`config.mk`:
```
export PLATFORM = sky130hd
export DESIGN_NAME = reduce_ingress_arbiter
export DESIGN_NICKNAME = d
export VERILOG_FILES = /design/src/rtl/reduce_pkg.sv /design/src/rtl/rr_arbiter.sv /design/src/rtl/reduce_ingress_arbiter.sv
export SDC_FILE = /design/constraint.sdc
export NUM_CORES = 1
export LEC_CHECK = 0
export ABC_AREA = 1
export CAP_MARGIN = 10
export CORE_MARGIN = 5
export CORE_UTILIZATION = 28
export DETAILED_ROUTE_END_ITERATION = 8
export DONT_BUFFER_PORTS = 1
export PLACE_DENSITY = 0.4
export SLEW_MARGIN = 20
export SYNTH_ARGS = -nofsm -noshare
export SYNTH_HDL_FRONTEND = slang
export SYNTH_SLANG_ARGS = --single-unit
```
`constraint.sdc`:
```
create_clock -name clk -period 5.8 [get_ports clk]
set_input_delay 1.16 -clock clk [delete_from_list [all_inputs] [get_ports clk]]
set_output_delay 1.16 -clock clk [all_outputs]
set_load 0.005 [all_outputs]
```
`src/rtl/reduce_pkg.sv`:
```
// Reduction flit layout shared by the ingress arbiter and the reduce unit.
// Offsets are relative to the payload width; the payload occupies bits [PayloadWidth-1:0].
package reduce_pkg;
  localparam int ALG_OFS   = 0;
  localparam int ALG_W     = 2;
  localparam int OP_OFS    = 2;
  localparam int OP_W      = 4;
  localparam int TAG_OFS   = 6;
  localparam int TAG_W     = 8;
  localparam int CTX_OFS   = 14;
  localparam int CTX_W     = 4;
  localparam int RANK_OFS  = 18;
  localparam int RANK_W    = 8;
  localparam int SRC_OFS   = 26;
  localparam int SRC_W     = 8;
  localparam int DST_OFS   = 34;
  localparam int DST_W     = 8;
  localparam int VALID_OFS = 49;
  localparam int HDR_W     = 50;

  // Reduction flits carry 2'b11 in op[3:2].
  localparam logic [1:0] OP_REDUCE = 2'b11;

  typedef enum logic [1:0] {
    ALG_SUM = 2'b00,
    ALG_MAX = 2'b01,
    ALG_MIN = 2'b10,
    ALG_BOR = 2'b11
  } alg_op_e;

  // Full flit width for a given payload width; the children field sits right above it.
  function automatic int flit_w(input int payload_w);
    return payload_w + HDR_W;
  endfunction
endpackage

```
`src/rtl/rr_arbiter.sv`:
```
// Round-robin arbiter: first requester at or after the pointer wins; the pointer
// moves past the winner only when the grant is actually taken.
module rr_arbiter #(
  parameter  int NUM_PORTS = 4,
  localparam int PTRW      = (NUM_PORTS > 1) ? $clog2(NUM_PORTS) : 1
) (
  input  logic                 clk,
  input  logic                 rst,
  input  logic [NUM_PORTS-1:0] req,
  input  logic                 advance,
  output logic [NUM_PORTS-1:0] grant,
  output logic [PTRW-1:0]      grant_idx
);
  logic [PTRW-1:0] ptr;
  logic [PTRW-1:0] idx;
  logic            found;

  always_comb begin
    grant     = '0;
    grant_idx = '0;
    found     = 1'b0;
    idx       = '0;
    for (int i = 0; i < NUM_PORTS; i++) begin
      idx = PTRW'((int'(ptr) + i) % NUM_PORTS);
      if (!found && req[idx]) begin
        found      = 1'b1;
        grant[idx] = 1'b1;
        grant_idx  = idx;
      end
    end
  end

  always_ff @(posedge clk) begin
    if (rst)
      ptr <= '0;
    else if (advance)
      ptr <= (grant_idx == PTRW'(NUM_PORTS - 1)) ? '0 : grant_idx + 1'b1;
  end
endmodule

```
`src/rtl/reduce_ingress_arbiter.sv`:
```
// Feeds reduction flits from NUM_PORTS input queues into the shared reduce unit,
// spacing same-slot issues by the adder latency and prepending the children count.
module reduce_ingress_arbiter
  import reduce_pkg::*;
#(
  parameter int NUM_PORTS          = 4,
  parameter int lg_numprocs        = 3,
  parameter int PayloadWidth       = 32,
  parameter int ReductionTableSize = 2,
  parameter int AdderLatency       = 4,
  localparam int IW = (ReductionTableSize > 1) ? $clog2(ReductionTableSize) : 1
) (
  input  logic                                        clk,
  input  logic                                        rst,
  input  logic [NUM_PORTS-1:0]                        req_valid,
  input  logic [NUM_PORTS*(PayloadWidth+HDR_W)-1:0]   req_flit,
  output logic [NUM_PORTS-1:0]                        req_ready,
  input  logic                                        cfg_we,
  input  logic [IW-1:0]                               cfg_slot,
  input  logic [lg_numprocs-1:0]                      cfg_children,
  output logic                                        out_valid,
  output logic [PayloadWidth+HDR_W+lg_numprocs-1:0]   out_flit,
  input  logic                                        out_ready,
  output logic [15:0]                                 issued_count,
  output logic [15:0]                                 drop_count
);
  localparam int FW   = PayloadWidth + HDR_W;
  localparam int CW   = $clog2(AdderLatency + 1);
  localparam int PTRW = (NUM_PORTS > 1) ? $clog2(NUM_PORTS) : 1;

  logic [NUM_PORTS-1:0][FW-1:0] flits;
  logic [IW-1:0]                slot_of [NUM_PORTS];
  logic [NUM_PORTS-1:0]         eligible;
  logic [CW-1:0]                cool [ReductionTableSize];
  logic [lg_numprocs-1:0]       child_tbl [ReductionTableSize];

  logic [NUM_PORTS-1:0] grant;
  logic [PTRW-1:0]      gidx;
  logic                 can_take;
  logic                 grant_any;
  logic [FW-1:0]        gflit;
  logic [IW-1:0]        gslot;

  assign flits = req_flit;

  // A flit with its valid bit clear is always eligible: it is only drained, never issued.
  for (genvar p = 0; p < NUM_PORTS; p++) begin : g_port
    assign slot_of[p]  = flits[p][PayloadWidth+TAG_OFS +: IW];
    assign eligible[p] = req_valid[p] & (~flits[p][FW-1] | (cool[slot_of[p]] == '0));
  end

  assign can_take = ~rst & (~out_valid | out_ready);

  rr_arbiter #(.NUM_PORTS(NUM_PORTS)) u_arb (
    .clk       (clk),
    .rst       (rst),
    .req       (eligible & {NUM_PORTS{can_take}}),
    .advance   (grant_any),
    .grant     (grant),
    .grant_idx (gidx)
  );

  assign grant_any = |grant;
  assign req_ready = grant;
  assign gflit     = flits[gidx];
  assign gslot     = slot_of[gidx];

  always_ff @(posedge clk) begin
    if (rst) begin
      out_valid    <= 1'b0;
      out_flit     <= '0;
      issued_count <= '0;
      drop_count   <= '0;
      for (int s = 0; s < ReductionTableSize; s++) begin
        cool[s]      <= '0;
        child_tbl[s] <= '0;
      end
    end else begin
      for (int s = 0; s < ReductionTableSize; s++)
        if (cool[s] != '0) cool[s] <= cool[s] - 1'b1;

      // Table write lands at this edge, so a same-cycle issue still reads the old entry.
      if (cfg_we) child_tbl[cfg_slot] <= cfg_children;

      if (out_valid && out_ready) out_valid <= 1'b0;

      if (grant_any) begin
        if (gflit[FW-1]) begin
          out_valid    <= 1'b1;
          out_flit     <= {child_tbl[gslot], gflit};
          cool[gslot]  <= CW'(AdderLatency);
          issued_count <= issued_count + 16'd1;
        end else begin
          drop_count   <= drop_count + 16'd1;
        end
      end
    end
  end
endmodule

```
==> summary.txt, run 1 <==
Outcome
  • Status: finished clean

Placed design
  • Dpl hpwl: 26.03 mm
  • Gpl congestion: 0.8696
  • PortBufs: 0

Power
  • Int Power: 0.003518 W
  • Tot Pwr: 0.008394 W
  • Max VDD drop: 0.6914 mV
  • Clk pwr share: 0.125
  • Sw Pwr: 0.004876 W
  • Sw frac: 0.5809
  • Seq pwr share: 0.171
  • Combinational share of power: 0.704
  • Leak: 4.072 nW
  • Pwr per Cell Area: 871.7 nW/um^2

Yosys
  • Synth area leaders: dfxtp_1 28%, nor2_1 19%, o21ai_0 13%
  • Synth Net Count: 1888
  • Simple-Gate Fraction of Synth Area: 0.3752
  • Mux share of post-synthesis cell area: 0
  • Synth Area in Compound Gates: 0.1671
  • Cell Area, Synth: 8865 um^2
  • Syn Area/Cell: 5.771 um^2
  • Synth Register Bits: 132
  • Post-Synthesis Cells: 1536
  • Main combinational cell family by area after synthesis: simple AND/OR/NAND/NOR gates
  • Unique masters post-synth: 30
  • Area leader, netlist: dfxtp_1
  • Share of the synthesized area in the top cell type: 0.2845
  • Synthesis Warnings: 0
  • XOR/XNOR share of the synthesized area: 0.02865
  • Sequential share of the synthesized area: 0.3049
  • Post-Synth Adder-Cell Area: 0.01694

Die
  • Die area: 35320 um^2
  • Die Y: 187.9 um
  • Core footprint: 31390 um^2
  • Number of primary I/O pins: 462
  • Row count: 65
  • Die width: 187.9 um
  • Starting density of the core: 0.2824

Drt
  • Via density: 4.804
  • Wire per inst: 18.42 um
  • Antenna-violating nets left: 0
  • Detailed Routing Iterations Pass 1: 4
  • Iteration-0 DRC Markers: 498
  • Remaining DRCs: 0
  • Vias: 9080
  • Routed Wire Length: 34.82 mm

Clock network
  • Clock latency on the worst-skew pair: 0.43 ns
  • CTS Sinks: 132
  • Clock root buffer: clkbuf_16
  • Resized Gates After CTS: 0
  • Clock slew at reported path FFs: 0.07 ns
  • CTS tree: built
  • H-tree depth: 4
  • Clk buf depth: 2
  • Setup Fix Bufs, Post-CTS: 0
  • TritonCTS Buffers: 17
  • Hold Buf Count CTS: 0

GRT
  • Vias in the first global route: 8591
  • Overflow after GRT: 0
  • Global-route wire length before repair: 51.98 mm
  • GRT Total Usage: 0.1866
  • Largest net degree at the start of global routing: 109
  • Initial antenna violation count: 6

Critical path
  • Peak fanout along the critical path: 83
  • CP bufs+invs: 4
  • Critical Path Stages: 15
  • Top delay family on crit path: buffers and inverters
  • Critical Setup Path Class: register to register
  • CP endpoint kind: register
  • Worst setup SP type: register
  • WP data arrival: 4.53 ns
  • CP max stage delay: 0.71 ns
  • Cells along the critical path: inv_1 -> ha_1 -> inv_1 -> nand3_1 -> nand2_1 -> nor2_2 -> nand2_2 -> nand2_2 -> nand2_8 -> inv_4 -> buf_12 -> o21ai_0 -> o21ai_0 -> nor2_1 -> nor2_1
  • Slowest-stage cell, CP: inv_4
  • Crit path required time: 6.16 ns
  • FF-to-FF path depth: 15

Hold path
  • HP Class: register to register
  • Hold Crit Depth: 2

STA
  • Final setup TNS: 0 ns
  • Unrepaired setup endpoints after global routing: false
  • Worst slew margin: 0.4015
  • Final hold vios: 0
  • Final Setup Violations: 0
  • Tmin final: 4.173 ns
  • Fmax: 239.6 MHz
  • Max Slew Vio Count: 0
  • Final period util: 0.7195
  • Clk_skew: 0.01129 ns
  • Slew at the pin closest to its max-slew limit: 0.8977 ns

Final layout
  • Commonest cells after routing, fill and taps aside: 459 x nor2_1, 287 x nand2_1, 238 x o21ai_0
  • Commonest non-fill, non-tap cell in the layout: nor2_1
  • Layout Nets: 1824
  • Share of post-route cells with drive strength above 1: 0.03906
  • Utilization after layout: 0.3067
  • Number of fill cells: 3587
  • Area Growth Syn to Fin: 8.624%

Run
  • Max-Cap Viols: 0
==> stage by stage <==
stage | std cells | instance area (um^2) | hold WS, ns | setup WS [ns]
after floorplan | 1536 | 8865 | 0.4479 | 2.458
after global placement | 1855 | 9061 | 0.4764 | 1.436
after detailed placement | 1855 | 9061 | 0.4768 | 1.382
after CTS | 1887 | 9622 | 0.4882 | 1.563
after global routing | 1889 | 9627 | 0.5076 | 1.159
final | 1890 | 9629 | 0.4857 | 1.627
==> layer usage <==
metal | track usage | up-vias | wire (um)
li1 | - | 4681 | -
met1 | 0.2162 | 4065 | 14210
met2 | 0.3175 | 300 | 16780
met3 | 0.08265 | 30 | 3306
met4 | 0.04404 | 4 | 514
met5 | 0 | - | 21
==> flip-flops by register name, indices dropped and copies added (netlist names) <==
register,count
child_tbl,6
out_flit,85
u_arb.ptr,2
issued_count,16
drop_count,16
out_valid,1
cool,6
==> cell type report <==
cell class / count / area (um^2) / area share
sequential: 132 / 2703 / 0.2807
clock buffer: 18 / 429.2 / 0.04457
timing repair buffer: 10 / 100.1 / 0.01040
clock inverter: 14 / 131.4 / 0.01364
inverter: 134 / 506.7 / 0.05262
multi-input combinational: 1177 / 5249 / 0.5451
antenna: 3 / 7.507 / 0.0007796
tap: 402 / 503.0 / 0.05223
==> cell usage after synthesis <==
| cell type | count |
|---|---|
| nor2_1 | 459 |
| nand2_1 | 287 |
| o21ai_0 | 238 |
| inv_1 | 132 |
| dfxtp_1 | 126 |
| nand3_1 | 73 |
| buf_2 | 43 |
| clkbuf_1 | 38 |
| a21oi_1 | 37 |
| xor2_1 | 17 |
| ha_1 | 12 |
| xnor2_1 | 12 |
| o21ai_1 | 11 |
| buf_4 | 10 |
| nor3_1 | 8 |
| nand2_2 | 7 |
| edfxtp_1 | 6 |
| nor2_2 | 4 |
| o22ai_1 | 3 |
| a21boi_0 | 2 |
| inv_2 | 2 |
| buf_1 | 1 |
| buf_6 | 1 |
| nand2_4 | 1 |
| nand3b_1 | 1 |
| nand4_1 | 1 |
| nor2_8 | 1 |
| nor4_1 | 1 |
| o211ai_1 | 1 |
| o2bb2ai_1 | 1 |
==> worst reg2reg max path, cell delays in order, from the launching register on <==
cell and delay (ns):
dfxtp_1 0.60, inv_1 0.23, ha_1 0.45, inv_1 0.13
nand3_1 0.10, nand2_1 0.07, nor2_2 0.24, nand2_2 0.12
nand2_2 0.16, nand2_8 0.28, inv_4 0.77, buf_12 0.35
o21ai_0 0.17, o21ai_0 0.26, nor2_1 0.07, nor2_1 0.10
==> logic make-up after synthesis <==
group	Yosys count
buffers and inverters	227
XOR/XNOR	29
AO/OA/AOI/OAI	293
adder cells (fa/ha/maj)	12
AND/OR/NAND/NOR	843
flip-flops	132
==> power groups by stage <==
stage          Clock (W)  Combinational, W  Sequential (W)
2_1_floorplan          0           0.00479         0.00134
3_3_place_gp           0           0.00593         0.00147
3_5_place_dp           0           0.00598         0.00147
4_1_cts          0.00109           0.00600         0.00145
5_1_grt          0.00113           0.00688         0.00147
6_report         0.00105           0.00591         0.00144
==> path summary, 6_finish.rpt <==
check	end	from	slack (ns)
max	out_flit[26]$_SDFFE_PP0P_	u_arb.ptr[0]$_SDFFE_PP0P_	1.63
min	out_flit[81]$_SDFFE_PP0P_	out_flit[81]$_SDFFE_PP0P_	0.49
max reg2reg	out_flit[26]$_SDFFE_PP0P_	u_arb.ptr[0]$_SDFFE_PP0P_	1.63
min reg2reg	out_flit[81]$_SDFFE_PP0P_	out_flit[81]$_SDFFE_PP0P_	0.49
Note: power is estimated with default switching activity, not from simulation.
==> run 2, diff against run 1 <==
PLACE_DENSITY = 0.42   (was 0.4)
clock period = 3.4 ns   (was 5.8 ns; I/O delays follow)
==> run 2 against run 1 <==
Clock power up 77%. Critical path depth is 4 lower. First-iteration DRC count shrank 7.6%. Core utilization up 1.2 points. Sequential share of layout area down 1.1 points. Non-clock buffer count increased by 35. Critical endpoint is now req_ready[1].
==> summary.txt, run 2 (same netlist as run 1, synthesis figures left out) <==
Drt
  • Vias: 9416 (+3.7%)
  • Detailed Routing Iterations Pass 1: 5 (+1)
  • Antenna-violating nets left: 0 (unchanged)
  • Wire per inst: 18.60 um (+0.93%)
  • Via density: 4.884 (+1.7%)
  • Routed Wire Length: 35.85 mm (+3.0%)
  • Iteration-0 DRC Markers: 460 (-7.6%)
  • Remaining DRCs: 0 (unchanged)

Critical path
  • Critical Setup Path Class: register to output pin
  • Most used cell along the critical path: nand3_1
  • Reg2reg start: cool[0][0]$_SDFFE_PP0P_
  • Cells along the critical path: nor2_1 -> nand2_1 -> nand3_1 -> nand3_1 -> nand2_1 -> nand2_2 -> nand2_4 -> nor2_2 -> a21oi_1 -> nand3_1 -> buf_4
  • Peak fanout along the critical path: 6 (-93%)
  • RR Endpoint: out_flit[69]$_SDFFE_PP0P_
  • Crit path required time: 2.72 ns (-3.44 ns)
  • CP endpoint kind: output pin
  • CP max stage delay: 0.34 ns (-0.37 ns)
  • Top delay family on crit path: simple AND/OR/NAND/NOR gates
  • WP data arrival: 2.37 ns (-2.16 ns)
  • FF-to-FF path depth: 17 (+2)
  • CP bufs+invs: 1 (-3)
  • R2R setup slack: 0.43 ns (-1.20 ns)
  • Slowest-stage cell, CP: nor2_1
  • Worst setup SP type: register

GRT
  • GRT Total Usage: 0.1945 (+0.007930)
  • Vias in the first global route: 8898 (+3.6%)
  • Overflow after GRT: 0 (unchanged)
  • Global-route wire length before repair: 53.96 mm (+3.8%)
  • Largest net degree at the start of global routing: 91 (-17%)
  • Initial antenna violation count: 6 (unchanged)

Die
  • Die Y: 187.9 um (unchanged)
  • Starting density of the core: 0.2824 (unchanged)
  • Core footprint: 31390 um^2 (unchanged)
  • Die area: 35320 um^2 (unchanged)
  • Row count: 65 (unchanged)
  • Number of primary I/O pins: 462 (unchanged)
  • Die width: 187.9 um (unchanged)

Clock network
  • CTS Sinks: 132 (unchanged)
  • CTS tree: built
  • Clock latency on the worst-skew pair: 0.44 ns (about the same)
  • Clk buf depth: 2 (unchanged)
  • Clock root buffer: clkbuf_16
  • TritonCTS Buffers: 17 (unchanged)
  • Setup Fix Bufs, Post-CTS: 0 (unchanged)
  • H-tree depth: 4 (unchanged)
  • Clock slew at reported path FFs: 0.06 ns (about the same)

STA
  • Max Slew Vio Count: 0 (unchanged)
  • Final period util: 0.8959
  • Fmax: 328.3 MHz
  • Final Setup Violations: 0 (unchanged)
  • Unrepaired setup endpoints after global routing: false
  • Slew at the pin closest to its max-slew limit: 1.090 ns (+0.1920 ns)
  • Final hold vios: 0 (unchanged)
  • Worst slew margin: 0.2735 (-0.1280)
  • Worst Hold Margin: 0.3067 ns (-0.1790 ns)
  • Clk_skew: 0.008492 ns (-0.002802 ns)
  • Final setup TNS: 0 ns (unchanged)
  • Tmin final: 3.046 ns

Final layout
  • Regs by FF count: out_flit (85), drop_count (16), issued_count (16)
  • Max reg flops: 85 (unchanged)
  • Number of fill cells: 3557 (-0.84%)
  • Commonest non-fill, non-tap cell in the layout: nor2_1
  • Commonest cells after routing, fill and taps aside: 458 x nor2_1, 287 x nand2_1, 238 x o21ai_0
  • Sequential Area: 2703 um^2 (unchanged)
  • Area Growth Syn to Fin: 12.91%
  • Layout Nets: 1859 (+1.9%)
  • Footprint of the multi-input gates: 5251 um^2 (about the same)
  • Most flop-heavy register: out_flit
  • Share of post-route cells with drive strength above 1: 0.06250 (+0.02344)
  • Final Instance Count excl. Fillers: 1928 (+2.0%)

Hold path
  • Worst Hold Launch: rst
  • Hold Crit Depth: 1 (-1)
  • Hold Crit Endpoint: drop_count[15]$_SDFFE_PP0P_
  • HP Class: input port to register

Power
  • Sw frac: 0.5542 (-0.02668)
  • Sw Pwr: 0.008536 W (+75%)
  • Combinational share of power: 0.721 (+0.017)
  • Max VDD drop: 0.8795 mV (+27%)
  • Pwr per Cell Area: 1539 nW/um^2 (+77%)
  • Seq pwr share: 0.158 (-0.013)
  • Clk pwr share: 0.121 (-0.004)
  • Int Power: 0.006866 W (+95%)
  • Leak: 4.287 nW (+5.3%)

Placed design
  • Placed cells: 1890 (+1.9%)
  • PortBufs: 0 (unchanged)
  • Gpl congestion: 0.9056 (+4.1%)
  • Dpl hpwl: 27.74 mm (+6.6%)

Run
  • Max-Cap Viols: 0 (unchanged)

Outcome
  • Status: finished clean
[run 2: power by group through the flow]
| stage | clock network [W] | logic (W) | registers [W] |
|---|---|---|---|
| 3_5_place_dp | 0 | 0.0112 | 0.00249 |
| 6_report | 0.00186 | 0.0111 | 0.00244 |
| 5_1_grt | 0.00200 | 0.0129 | 0.00248 |
| 4_1_cts | 0.00193 | 0.0113 | 0.00245 |
| 3_3_place_gp | 0 | 0.0112 | 0.00249 |
| 2_1_floorplan | 0 | 0.00816 | 0.00228 |
[run 2: worst max-delay path by stage]
stage / start / to / slack, ns / depth (start not counted)
6_report: cool[0][0]$_SDFFE_PP0P_ / req_ready[1] / 0.35 / 11
5_1_grt: cool[0][0]$_SDFFE_PP0P_ / out_flit[69]$_SDFFE_PP0P_ / 0.04 / 17
4_1_cts: cool[1][2]$_SDFFE_PP1P_ / req_ready[1] / 0.33 / 11
3_5_place_dp: out_ready / out_flit[69]$_SDFFE_PP0P_ / 0.20 / 19
3_3_place_gp: out_ready / out_flit[69]$_SDFFE_PP0P_ / 0.24 / 19
2_1_floorplan: rst / out_flit[0]$_SDFFE_PP0P_ / 0.74 / 19
[run 2: cell type report]
type / instances / area share
clock inverters: 14 / 0.01413
inverters: 134 / 0.05062
diodes: 6 / 0.001500
clock buffers: 18 / 0.04387
well taps: 402 / 0.05025
multi-input cells: 1177 / 0.5246
repair buffers: 45 / 0.04500
flip-flops and latches: 132 / 0.2700
[run 2: through the flow]
stage                       util  instance area [um^2]  setup slack, ns  total power (W)
after detailed placement  0.2998                  9412           0.2034          0.01373
after floorplan                -                  8865           0.7408          0.01045
after CTS                 0.3183                  9992           0.3314          0.01568
after global placement    0.2998                  9412           0.2408          0.01369
after global routing      0.3188                 10010          0.03614          0.01737
final                     0.3189                 10010           0.3539          0.01540
[run 2: what timing repair did]
| item | CTS | global route |
|---|---|---|
| hold buffers | 0 | 0 |
| resized for setup | 0 | 1 |
| endpoints found under the setup margin | 0 | 1 |
[run 2: metal layers]
metal  share of wire  wire, um  up-vias  global-route usage
li1                -         -     4773                   -
met2            0.48     17310      325              0.3246
met5               0         0        -                   0
met4           0.024       866        0             0.06578
met3           0.088      3146       44             0.07614
met1            0.41     14530     4274              0.2287
==> run 3, diff against run 2 <==
CTS_CLUSTER_DIAMETER = 200   (was unset)
SLEW_MARGIN = 0   (was 20)
==> results of run 3 <==
No change in the layout: final DEF, timing and power equal those of run 2.
